==> src/rtl/fp_acc.sv <==
// rtl/fp_acc.sv - positive-only single-precision accumulator with
// serial alignment, truncating normalisation and sticky +inf saturation.
module fp_acc #(
  parameter int CNT_W = 16
) (
  input  logic             clk,
  input  logic             rst,
  input  logic             in_valid,
  output logic             in_ready,
  input  logic [31:0]      in_data,
  input  logic             in_last,
  output logic             out_valid,
  input  logic             out_ready,
  output logic [31:0]      out_data,
  output logic [CNT_W-1:0] out_count,
  output logic             overflow
);

  typedef enum logic [2:0] {IDLE, ALIGN, ADD, NORM, DONE} state_t;

  localparam logic [31:0] POS_INF = 32'h7F80_0000;

  state_t state, state_nx;

  logic [31:0]      acc;
  logic [CNT_W-1:0] count;
  logic             ovf;
  logic             last_q;

  // working copies: a_* is the accumulator side, o_* the incoming operand
  logic [7:0]  a_e, o_e;
  logic [23:0] a_m, o_m;
  logic        a_zero, o_zero, a_inf, o_inf;
  logic [24:0] sum;
  logic [7:0]  res_e;

  logic        a_gt;
  logic [7:0]  diff;
  logic        align_done;
  logic        far;
  logic [8:0]  norm_e;
  logic [23:0] norm_m;
  logic        norm_inf;

  always_comb begin
    a_gt       = a_e > o_e;
    diff       = a_gt ? (a_e - o_e) : (o_e - a_e);
    align_done = a_zero | o_zero | a_inf | o_inf | (a_e == o_e);
    far        = diff >= 8'd25;
  end

  always_comb begin
    if (sum[24]) begin
      norm_e = {1'b0, res_e} + 9'd1;
      norm_m = sum[24:1];
    end else begin
      norm_e = {1'b0, res_e};
      norm_m = sum[23:0];
    end
    norm_inf = norm_e >= 9'd255;
  end

  always_comb begin
    state_nx = state;
    case (state)
      IDLE:    if (in_valid) state_nx = ALIGN;
      ALIGN:   if (align_done || far) state_nx = ADD;
      ADD:     state_nx = NORM;
      NORM:    state_nx = last_q ? DONE : IDLE;
      DONE:    if (out_ready) state_nx = IDLE;
      default: state_nx = IDLE;
    endcase
  end

  always_ff @(posedge clk or posedge rst) begin
    if (rst) state <= IDLE;
    else     state <= state_nx;
  end

  always_ff @(posedge clk or posedge rst) begin
    if (rst) begin
      acc    <= '0;
      count  <= '0;
      ovf    <= 1'b0;
      last_q <= 1'b0;
      a_e    <= '0;
      o_e    <= '0;
      a_m    <= '0;
      o_m    <= '0;
      a_zero <= 1'b1;
      o_zero <= 1'b1;
      a_inf  <= 1'b0;
      o_inf  <= 1'b0;
      sum    <= '0;
      res_e  <= '0;
    end else begin
      case (state)
        IDLE: begin
          if (in_valid) begin
            last_q <= in_last;
            if (count != {CNT_W{1'b1}}) count <= count + 1'b1;
            o_e    <= in_data[30:23];
            o_zero <= in_data[30:23] == 8'd0;
            o_inf  <= in_data[30:23] == 8'hFF;
            o_m    <= (in_data[30:23] == 8'd0) ? 24'd0 : {1'b1, in_data[22:0]};
            a_e    <= acc[30:23];
            a_zero <= acc[30:23] == 8'd0;
            a_inf  <= acc[30:23] == 8'hFF;
            a_m    <= (acc[30:23] == 8'd0) ? 24'd0 : {1'b1, acc[22:0]};
          end
        end
        ALIGN: begin
          if (!align_done) begin
            // a far-away smaller operand contributes nothing after truncation
            if (far) begin
              if (a_gt) begin
                o_m <= '0;
                o_e <= a_e;
              end else begin
                a_m <= '0;
                a_e <= o_e;
              end
            end else if (a_gt) begin
              o_m <= o_m >> 1;
              o_e <= o_e + 8'd1;
            end else begin
              a_m <= a_m >> 1;
              a_e <= a_e + 8'd1;
            end
          end
        end
        ADD: begin
          if (a_zero)      sum <= {1'b0, o_m};
          else if (o_zero) sum <= {1'b0, a_m};
          else             sum <= {1'b0, a_m} + {1'b0, o_m};
          res_e <= a_zero ? o_e : a_e;
        end
        NORM: begin
          if (a_inf || o_inf || norm_inf) begin
            acc <= POS_INF;
            ovf <= 1'b1;
          end else if (sum == 25'd0) begin
            acc <= '0;
          end else begin
            acc <= {1'b0, norm_e[7:0], norm_m[22:0]};
          end
        end
        DONE: begin
          if (out_ready) begin
            acc   <= '0;
            count <= '0;
            ovf   <= 1'b0;
          end
        end
        default: ;
      endcase
    end
  end

  assign in_ready  = (state == IDLE);
  assign out_valid = (state == DONE);
  assign out_data  = acc;
  assign out_count = count;
  assign overflow  = ovf;

endmodule

==> config.mk <==
export PLATFORM = sky130hd
export DESIGN_NAME = fp_acc
export DESIGN_NICKNAME = d
export VERILOG_FILES = /design/src/rtl/fp_acc.sv
export SDC_FILE = /design/constraint.sdc
export NUM_CORES = 1
export LEC_CHECK = 0
export ABC_AREA = 1
export BUFFER_PORTS_ARGS = -buffer_cell sky130_fd_sc_hd__buf_2
export CAP_MARGIN = 20
export CORE_AREA = 8 8 184 186
export DETAILED_ROUTE_END_ITERATION = 10
export DIE_AREA = 0 0 192 194
export GPL_ROUTABILITY_DRIVEN = 1
export GPL_TIMING_DRIVEN = 0
export PLACE_DENSITY_LB_ADDON = 0.3
export SYNTH_ARGS = -nofsm -noshare
export SYNTH_HDL_FRONTEND = slang
export SYNTH_SLANG_ARGS = --single-unit
==> constraint.sdc <==
create_clock -name clk -period 6.2 [get_ports clk]
set_clock_uncertainty 0.1 [all_clocks]
set_input_delay 0.31 -clock clk [delete_from_list [all_inputs] [get_ports clk]]
set_output_delay 0.31 -clock clk [all_outputs]
set_load 0.05 [all_outputs]
==> reports/results.ini, run 1 <==
[sta]
min_period_over_period_pct = 53.01
final-max-slew-violation-count = 0
finalWorstSetupSlack_ps = 2913
relSlewSlack_pct = 49.33
hold_viol_final = 0
tightest_slew_ps = 760.1
fin_crit_ps = 3287
setup_viol = 0
fmax_mhz = 304.2
holdWs_ps = 28.49
rsz0062_at_grt = no

[yosys]
syn_inst = 1458
synth-edff-count = 0
synth.top_cell.area_share_pct = 34.61
ys_seq_elements = 153
syn_area_um2 = 10920
async_flop_share_pct = 100.0
synth_area_per_cell_um2 = 7.487
ys_top_cells_by_area = dfrtp_1 35%, nand2_1 11%, a21oi_1 5.8%
ys_warn_count = 0
yosys.area.top_type = dfrtp_1
ys_types = 50
synth_ff_type = dfrtp_1
syn_nets = 1541
ys_seq_area_share_pct = 35.09

[setup_path]
path_depth = 18
path_buf_inv = 4
worstSetupEndpointType = register
crit_path_max_fanout = 10
cp-startpoint = a_e[0]
critical_path.top_delay_family = simple AND/OR/NAND/NOR gates
crit_arrival_ps = 3510
ff2ff_path_depth = 18
start_kind = register
path_cells = inv_1, ha_1, inv_1, fa_1, nand2_1, nand2_1, nand3_2, nand2_4, nand2_4, buf_6, nand2_1, nand2_1, nand3_4, nand2_2, buf_2, a21oi_1, nand2_1, nand2_1
crit_type = register to register
cp_common_cell = nand2_1
r2r_start = a_e[0]
critical_path_required_ps = 6420
cpPeakStageDelay_ps = 450
worst_path_max_delay_cell = dfrtp_1

[global_routing]
grt_usage_pct = 19.15
grt_max_degree = 88
met2_usage_pct = 28.96
met3_usage_pct = 2.914
grt_use_met1_pct = 28.11
gr-total-overflow = 0
grt_pass1_wl_um = 56950
grt_antenna_before_repair = 0
grt_pass1_vias = 10220
busiest_layer = met2

[cts]
cts.sinks = 153
htree_levels = 4
tritoncts = built
insertion_delay_ps = 430
cts_buffers = 17
cts_resized = 0
cts.clk_slew.worst_paths_ps = 70
clockBufferDepth = 2
cts_root_buffer = clkbuf_16

[finish]
final_cell_mix = 317 x nand2_1, 151 x dfrtp_1, 133 x inv_1
nFillCells = 3290
final_common_cell = nand2_1
drive_gt1_share_pct = 14.97
fin_nets = 1648
num_antenna_cells = 0
fin_util_pct = 40.13
area_delta_synth_final_pct = 14.21

[placed_design]
hpwl_um = 28040
gp_congestion = 0.9345
dp_slack_ps = 2922
io_buffers = 85

[floorplan]
die_w_um = 192
start_util_pct = 35.14
num_rows = 65
die_area_um2 = 37250
core_um2 = 31070
ios = 88
die-height_um = 194

[drt]
drc_errors = 0
ant_nets = 0
drtIter0Drc = 894
num_vias = 10430
first_pass_iters = 5
post_drt_wl_per_cell_um = 18.06
viasPerCell = 5.272
wl_um = 35730

[worst_hold_path]
min_from = in_last
hp-class = input pin to register
min_path_cells = 3

[flow_run]
drv_cap = 0

[outcome]
status = complete, no violations

## synthesized netlist by cell type, drive strengths merged, types with 5 or more instances
| cell | count |
|---|---|
| a21oi | 151 |
| a22oi | 24 |
| buf | 21 |
| clkbuf | 42 |
| dfrtp | 151 |
| ha | 43 |
| inv | 138 |
| mux2i | 14 |
| nand2 | 324 |
| nand3 | 126 |
| nand4 | 40 |
| nor2 | 111 |
| nor3 | 23 |
| nor4 | 10 |
| o211ai | 20 |
| o21ai | 126 |
| o21bai | 5 |
| o31ai | 9 |
| or2 | 16 |
| xnor2 | 5 |
| xor2 | 33 |
## logic make-up after synthesis
group,Yosys count,synth area share [%]
AND/OR/NAND/NOR,654,28.72
AO/OA/AOI/OAI,347,18.27
buffers and inverters,205,8.069
flip-flops,153,35.09
adder cells (fa/ha/maj),46,5.479
XOR/XNOR,38,3.049
multiplexers,14,1.284
other,1,0.03435
## layout make-up
cell class / instances / area (um2) / area share (%)
Buffer: 63 / 335.3 / 2.689
Sequential cell: 153 / 3831 / 30.73
Tap cell: 402 / 503.0 / 4.034
Clock buffer: 21 / 450.4 / 3.613
Clock inverter: 10 / 120.1 / 0.9634
Inverter: 142 / 553.0 / 4.436
Multi-Input combinational cell: 1100 / 6205 / 49.76
Timing Repair Buffer: 88 / 470.5 / 3.773
## worst reg2reg max path, delay by kind of cell, from the launching register on
kind | cells | cell delay [ps]
and+or+nand+nor | 11 | 1310
buffers and inverters | 4 | 630
adders and majority gates | 2 | 540
DFF | 1 | 450
AOI/OAI and AO/OA | 1 | 160
## per-stage QoR
stage	setup TNS, ps	instance area (um2)	cells
after CTS	0	12460	1978
after global routing	0	12470	1979
after floorplan	0	10920	1458
after detailed placement	0	11880	1946
final	0	12470	1979
after global placement	-44580	11850	1945
## worst paths after layout
kind	slack [ps]	endpoint
worst min register to register	370	overflow
worst max register to register	2910	a_e[7]
worst max-delay path	2910	a_e[7]
min in group asynchronous	370	out_data[13]
worst min-delay path	30	last_q
max in group asynchronous	4830	o_zero
## sequential cells by signal, indices dropped and copies added (netlist names), 3 cells and up
| signal | cells |
|---|---|
| state | 3 |
| out_data | 31 |
| a_m | 24 |
| a_e | 8 |
| o_e | 8 |
| out_count | 16 |
| sum | 25 |
| o_m | 24 |
| res_e | 8 |
## routing by layer
| metal | share of wire, % | routed length (um) | up-vias |
|---|---|---|---|
| li1 | - | - | 5174 |
| met1 | 49 | 17380 | 4890 |
| met2 | 43 | 15520 | 335 |
| met4 | 1.2 | 445 | 0 |
| met3 | 6.7 | 2382 | 34 |
| met5 | 0 | 0 | - |
## repair_timing
| item | in CTS | in global routing |
|---|---|---|
| endpoints found under the hold margin | 66 | 0 |
| buffers inserted | 0 | 0 |
| hold buffers | 1 | 0 |
| setup endpoints to repair | 0 | 0 |
Power of run 1 is not shown: default switching activity piles up to over one toggle a cycle in this logic, so the estimate is an artifact.
==> inputs of run 2 (changes only) <==
==> constraint.sdc (replaced) <==
create_clock -name clk -period 3.05 [get_ports clk]
set_clock_uncertainty 0.1 [all_clocks]
set_input_delay 0.1525 -clock clk [delete_from_list [all_inputs] [get_ports clk]]
set_output_delay 0.1525 -clock clk [all_outputs]
set_load 0.05 [all_outputs]
==> reports/results.ini, run 2 (synthesized netlist as in run 1, its figures left out) <==
[outcome]
status = complete, no violations

[cts]
tritoncts = built
cts_root_buffer = clkbuf_16
clockBufferDepth = 2  ; unchanged
cts.clk_slew.worst_paths_ps = 70  ; about the same
cts.sinks = 153  ; unchanged
htree_levels = 4  ; unchanged
insertion_delay_ps = 440  ; about the same
cts_buffers = 17  ; unchanged

[worst_hold_path]
whs_endpoint = o_m[23]
hp-class = input pin to register
min_path_cells = 5  ; +2
min_from = in_data[30]

[sta]
fmax_mhz = 345.6  ; +14%
rsz0062_at_grt = yes
hold_viol_final = 0  ; unchanged
setup_tns_ps = 0  ; unchanged
fin_crit_ps = 2893  ; -393.4 ps
relSlewSlack_pct = 47.61  ; -1.7 points
finalWorstSetupSlack_ps = 156.5  ; -2757 ps
final-max-slew-violation-count = 0  ; unchanged
setup_viol = 0  ; unchanged
min_period_over_period_pct = 94.87  ; +42 points
tightest_slew_ps = 785.8  ; +25.72 ps

[setup_path]
r2r_start = a_e[0]
timing.rr.end = a_m[19]
start_kind = register
crit_arrival_ps = 3150  ; -360 ps
worstSetupEndpointType = register
regToRegSetupSlack_ps = 160  ; -2760 ps
crit_type = register to register
critical_path_required_ps = 3310  ; -3110 ps
ff2ff_path_depth = 18  ; unchanged
crit_path_max_fanout = 12  ; +2

[finish]
drive_gt1_share_pct = 17.87  ; +2.9 points
fin_nets = 1687  ; +2.4%
area_delta_synth_final_pct = 19.78
multiInputGateArea_um2 = 6296  ; +1.5%
largest_register_ffs = 31  ; unchanged
final_common_cell = nand2_1
num_antenna_cells = 0  ; unchanged
regArea_um2 = 3840  ; +0.23%
nFillCells = 3240  ; -1.5%
final_cell_mix = 314 x nand2_1, 144 x dfrtp_1, 132 x inv_1

[global_routing]
grt_antenna_before_repair = 0  ; unchanged
grt_usage_pct = 19.34  ; +0.19 points
grt_pass1_wl_um = 57630  ; +1.2%
grt_max_degree = 38  ; -57%
grt_pass1_vias = 10400  ; +1.8%
gr-total-overflow = 0  ; unchanged

[placed_design]
io_buffers = 85  ; unchanged
hpwl_um = 28300  ; +0.90%
dp_slack_ps = -205.0  ; -3127 ps
gp_congestion = 0.9558  ; +2.3%

[floorplan]
start_util_pct = 35.14  ; unchanged
die_w_um = 192  ; unchanged
num_rows = 65  ; unchanged
ios = 88  ; unchanged
die-height_um = 194  ; unchanged
die_area_um2 = 37250  ; unchanged
core_um2 = 31070  ; unchanged

[drt]
viasPerCell = 5.341  ; +1.3%
post_drt_wl_per_cell_um = 18.04  ; about the same
num_vias = 10780  ; +3.4%
first_pass_iters = 5  ; unchanged
wl_um = 36420  ; +1.9%
drc_errors = 0  ; unchanged
ant_nets = 0  ; unchanged
drtIter0Drc = 931  ; +4.1%

[flow_run]
drv_cap = 0  ; unchanged

## run 2: changes by cell type in the layout (fill, tap and decap cells not counted), sizes merged
| cell | previous run | this run |
|---|---|---|
| clkinvlp | 2 | 6 |
| dlygate4sd3 | 1 | 29 |
| clkinv | 9 | 5 |
| inv | 139 | 144 |
| clkbuf | 64 | 59 |
| buf | 107 | 119 |
## run 2: critical path: stages, from the launching register on
cell and delay, ps:
dfrtp_2 430, inv_2 70, ha_1 150, inv_1 60, fa_1 380, nand2_1 100, nand2_2 80, nand3_2 100
nand2_4 80, nand2_4 120, buf_6 160, nand2_1 100, nand2_4 140, nand3_4 120, buf_12 170, inv_16 100
clkbuf_16 170, nand3_2 60, a21oi_2 120
## run 2: through the flow
step	instances	hold WS (ps)	area, um2	util, %
global route	2019	42.38	13080	42.09
floorplan	1458	173.5	10920	-
finish	2019	23.80	13080	42.09
detailed placement	1949	137.1	11930	38.40
global placement	1945	298.8	11850	38.14
CTS	2013	2.946	12890	41.49
## run 2: timing repair
item	4_1_cts	5_1_grt
hold endpoints to repair	45	0
hold buffers	29	0
gates cloned	0	2
pin swaps	1	4
endpoints found under the setup margin	80	82
resized for setup	15	38
buffers inserted	3	4
## run 2: layer usage
layer	vias to the layer above	track usage [%]	wire [um]
li1	5239	-	-
met3	35	3.435	2916
met2	389	29.51	15850
met4	0	3.933	436
met1	5121	28.11	17220
met5	-	0	0
## run 2: worst max-delay path by stage
| stage | slack (ps) | cells after the start | from | to |
|---|---|---|---|---|
| after floorplan | 280 | 12 | state[2] | a_m[10] |
| after CTS | 0.4 | 19 | a_e[0] | o_m[12] |
| final | 160 | 18 | a_e[0] | a_m[19] |
| after global routing | -20 | 18 | a_e[0] | a_m[4] |
| after detailed placement | -210 | 10 | sum[24] | out_data[19] |
| after global placement | -230 | 2 | rst | o_e[1] |
## run 2: final cells by class
class,instances,area share [%]
clock inverters,15,1.397
inverters,142,4.248
plain buffers,63,2.775
flip-flops and latches,153,29.37
multi-input cells,1100,48.15
repair buffers,127,6.966
clock buffers,17,3.253
well taps,402,3.847
Power of run 2 is left out for the same reason.
==> inputs of run 3 (changes only) <==
--- a/config.mk
+++ b/config.mk
@@ -6,11 +6,11 @@
 export NUM_CORES = 1
 export LEC_CHECK = 0
 export ABC_AREA = 1
-export BUFFER_PORTS_ARGS = -buffer_cell sky130_fd_sc_hd__buf_2
 export CAP_MARGIN = 20
 export CORE_AREA = 8 8 184 186
 export DETAILED_ROUTE_END_ITERATION = 10
 export DIE_AREA = 0 0 192 194
+export DONT_BUFFER_PORTS = 1
 export GPL_ROUTABILITY_DRIVEN = 1
 export GPL_TIMING_DRIVEN = 0
 export PLACE_DENSITY_LB_ADDON = 0.3
==> reports/results.ini, run 3 (synthesized netlist as in run 1, its figures left out) <==
[drt]
drc_errors = 0  ; unchanged
drtIter0Drc = 867  ; -6.9%
ant_nets = 0  ; unchanged
wl_um = 36110  ; -0.85%
num_vias = 10560  ; -2.1%
viasPerCell = 5.451  ; +2.0%
post_drt_wl_per_cell_um = 18.64  ; +3.4%
first_pass_iters = 6  ; +1

[setup_path]
cpPeakStageDelay_ps = 510  ; +80 ps
critical_path_required_ps = 3330  ; +20 ps
path_cells = ha_1, nand2_1, o21ai_0, nor2_1, o21ai_0, a21oi_1, xnor2_1, nand2_1, nand2_1, nand2_1, nand2_1
worst_path_max_delay_cell = o21ai_0
worstSetupEndpointType = register
cp_common_cell = nand2_1
crit_type = register to register
start_kind = register
critical_path.top_delay_family = compound AO/OA/AOI/OAI gates
path_buf_inv = 0  ; -6
regToRegSetupSlack_ps = 90  ; -70 ps
crit_arrival_ps = 3230  ; +80 ps
crit_path_max_fanout = 4  ; -8

[floorplan]
core_um2 = 31070  ; unchanged
die-height_um = 194  ; unchanged
die_area_um2 = 37250  ; unchanged
num_rows = 65  ; unchanged
ios = 88  ; unchanged
start_util_pct = 35.14  ; unchanged
die_w_um = 192  ; unchanged

[sta]
setup_viol = 0  ; unchanged
hold_viol_final = 0  ; unchanged
tightest_slew_ps = 782.5  ; -3.328 ps
relSlewSlack_pct = 47.83  ; +0.22 points
final-max-slew-violation-count = 0  ; unchanged
fmax_mhz = 338.0  ; -2.2%
holdWs_ps = 6.879  ; -16.92 ps
min_period_over_period_pct = 97.01  ; +2.1 points
finalWorstSetupSlack_ps = 91.05  ; -65.48 ps
fin_crit_ps = 2959  ; +65.48 ps

[cts]
cts.sinks = 153  ; unchanged
insertion_delay_ps = 440  ; about the same
cts_buffers = 17  ; unchanged
tritoncts = built
htree_levels = 4  ; unchanged
cts_root_buffer = clkbuf_16
clockBufferDepth = 2  ; unchanged
cts.clk_slew.worst_paths_ps = 70  ; about the same

[global_routing]
grt_pass1_vias = 10180  ; -2.2%
grt_antenna_before_repair = 0  ; unchanged
grt_pass1_wl_um = 57410  ; -0.37%
grt_usage_pct = 19.29  ; -0.052 points
gr-total-overflow = 0  ; unchanged
grt_max_degree = 41  ; +7.9%

[finish]
num_antenna_cells = 0  ; unchanged
largest_register_ffs = 31  ; unchanged
nFillCells = 3265  ; +0.77%
fin_nets = 1605  ; -4.9%
area_delta_synth_final_pct = 15.26
final_common_cell = nand2_1
drive_gt1_share_pct = 12.90  ; -5.0 points
final_cell_mix = 312 x nand2_1, 145 x dfrtp_1, 132 x inv_1

[flow_run]
drv_cap = 0  ; unchanged

[placed_design]
io_buffers = 0  ; -100%
dp_slack_ps = -788.7  ; -583.6 ps
gp_congestion = 0.9386  ; -1.8%
hpwl_um = 28480  ; +0.64%

[outcome]
status = complete, no violations

[worst_hold_path]
hp-class = input pin to register

run 3: cell count changes in the layout (fill, tap and decap cells not counted), moves of 3 or more:
cell and delta:
buf_2 -88, nand2_2 +3, o21ai_2 -5, o21ai_1 +4
dlygate4sd3_1 +8, clkbuf_8 +3, clkbuf_2 +4
run 3: routing by layer:
layer | vias to the layer above | wire length, um | part of all wire (%) | GRT usage, %
met5 | - | 0 | 0 | 0
met4 | 0 | 619 | 1.7 | 4.612
met3 | 52 | 2664 | 7.4 | 3.381
met2 | 336 | 15780 | 44 | 29.69
met1 | 5085 | 17050 | 47 | 27.57
li1 | 5085 | - | - | -
run 3: final cells by class:
| type | instances | area, um2 | area share [%] |
|---|---|---|---|
| Tap cell | 402 | 503.0 | 3.998 |
| Buffer | 63 | 359.1 | 2.854 |
| Multi-Input combinational cell | 1100 | 6289 | 49.98 |
| Clock inverter | 10 | 85.08 | 0.6762 |
| Sequential cell | 153 | 3839 | 30.51 |
| Timing Repair Buffer | 45 | 480.5 | 3.819 |
| Clock buffer | 22 | 474.2 | 3.769 |
| Inverter | 142 | 553.0 | 4.395 |
run 3: final timing paths:
path	startpoint	to	depth (start not counted)
hold reg to reg	o_e[7]	o_e[7]	2
hold / removal	in_data[30]	o_e[7]	5
min in group asynchronous	rst	a_m[16]	2
setup / recovery	o_m[3]	sum[15]	11
setup reg to reg	o_m[3]	sum[15]	11
max in group asynchronous	rst	out_count[0]	5
run 3: through the flow:
step / TNS (ps) / instance area [um2] / cells / util [%]
2_1_floorplan: 0 / 10920 / 1458 / -
6_report: 0 / 12580 / 1937 / 40.50
3_5_place_dp: -35870 / 11500 / 1864 / 37.03
3_3_place_gp: -44400 / 11420 / 1860 / 36.77
5_1_grt: -2.302 / 12580 / 1937 / 40.50
4_1_cts: 0 / 12490 / 1935 / 40.19
run 3: tightest hold or removal path: stages:
cell and delay, ps:
or2_2 90, inv_1 40, a21oi_2 110, nand2_1 60, nand2_1 50
run 3: what timing repair did:
action	4_1_cts	5_1_grt
pin swaps	1	0
gates resized for setup	16	34
hold buffers	36	1
hold endpoints to repair	121	3
buffers inserted	3	1
setup endpoints to repair	87	97
Power of run 3 is left out for the same reason.
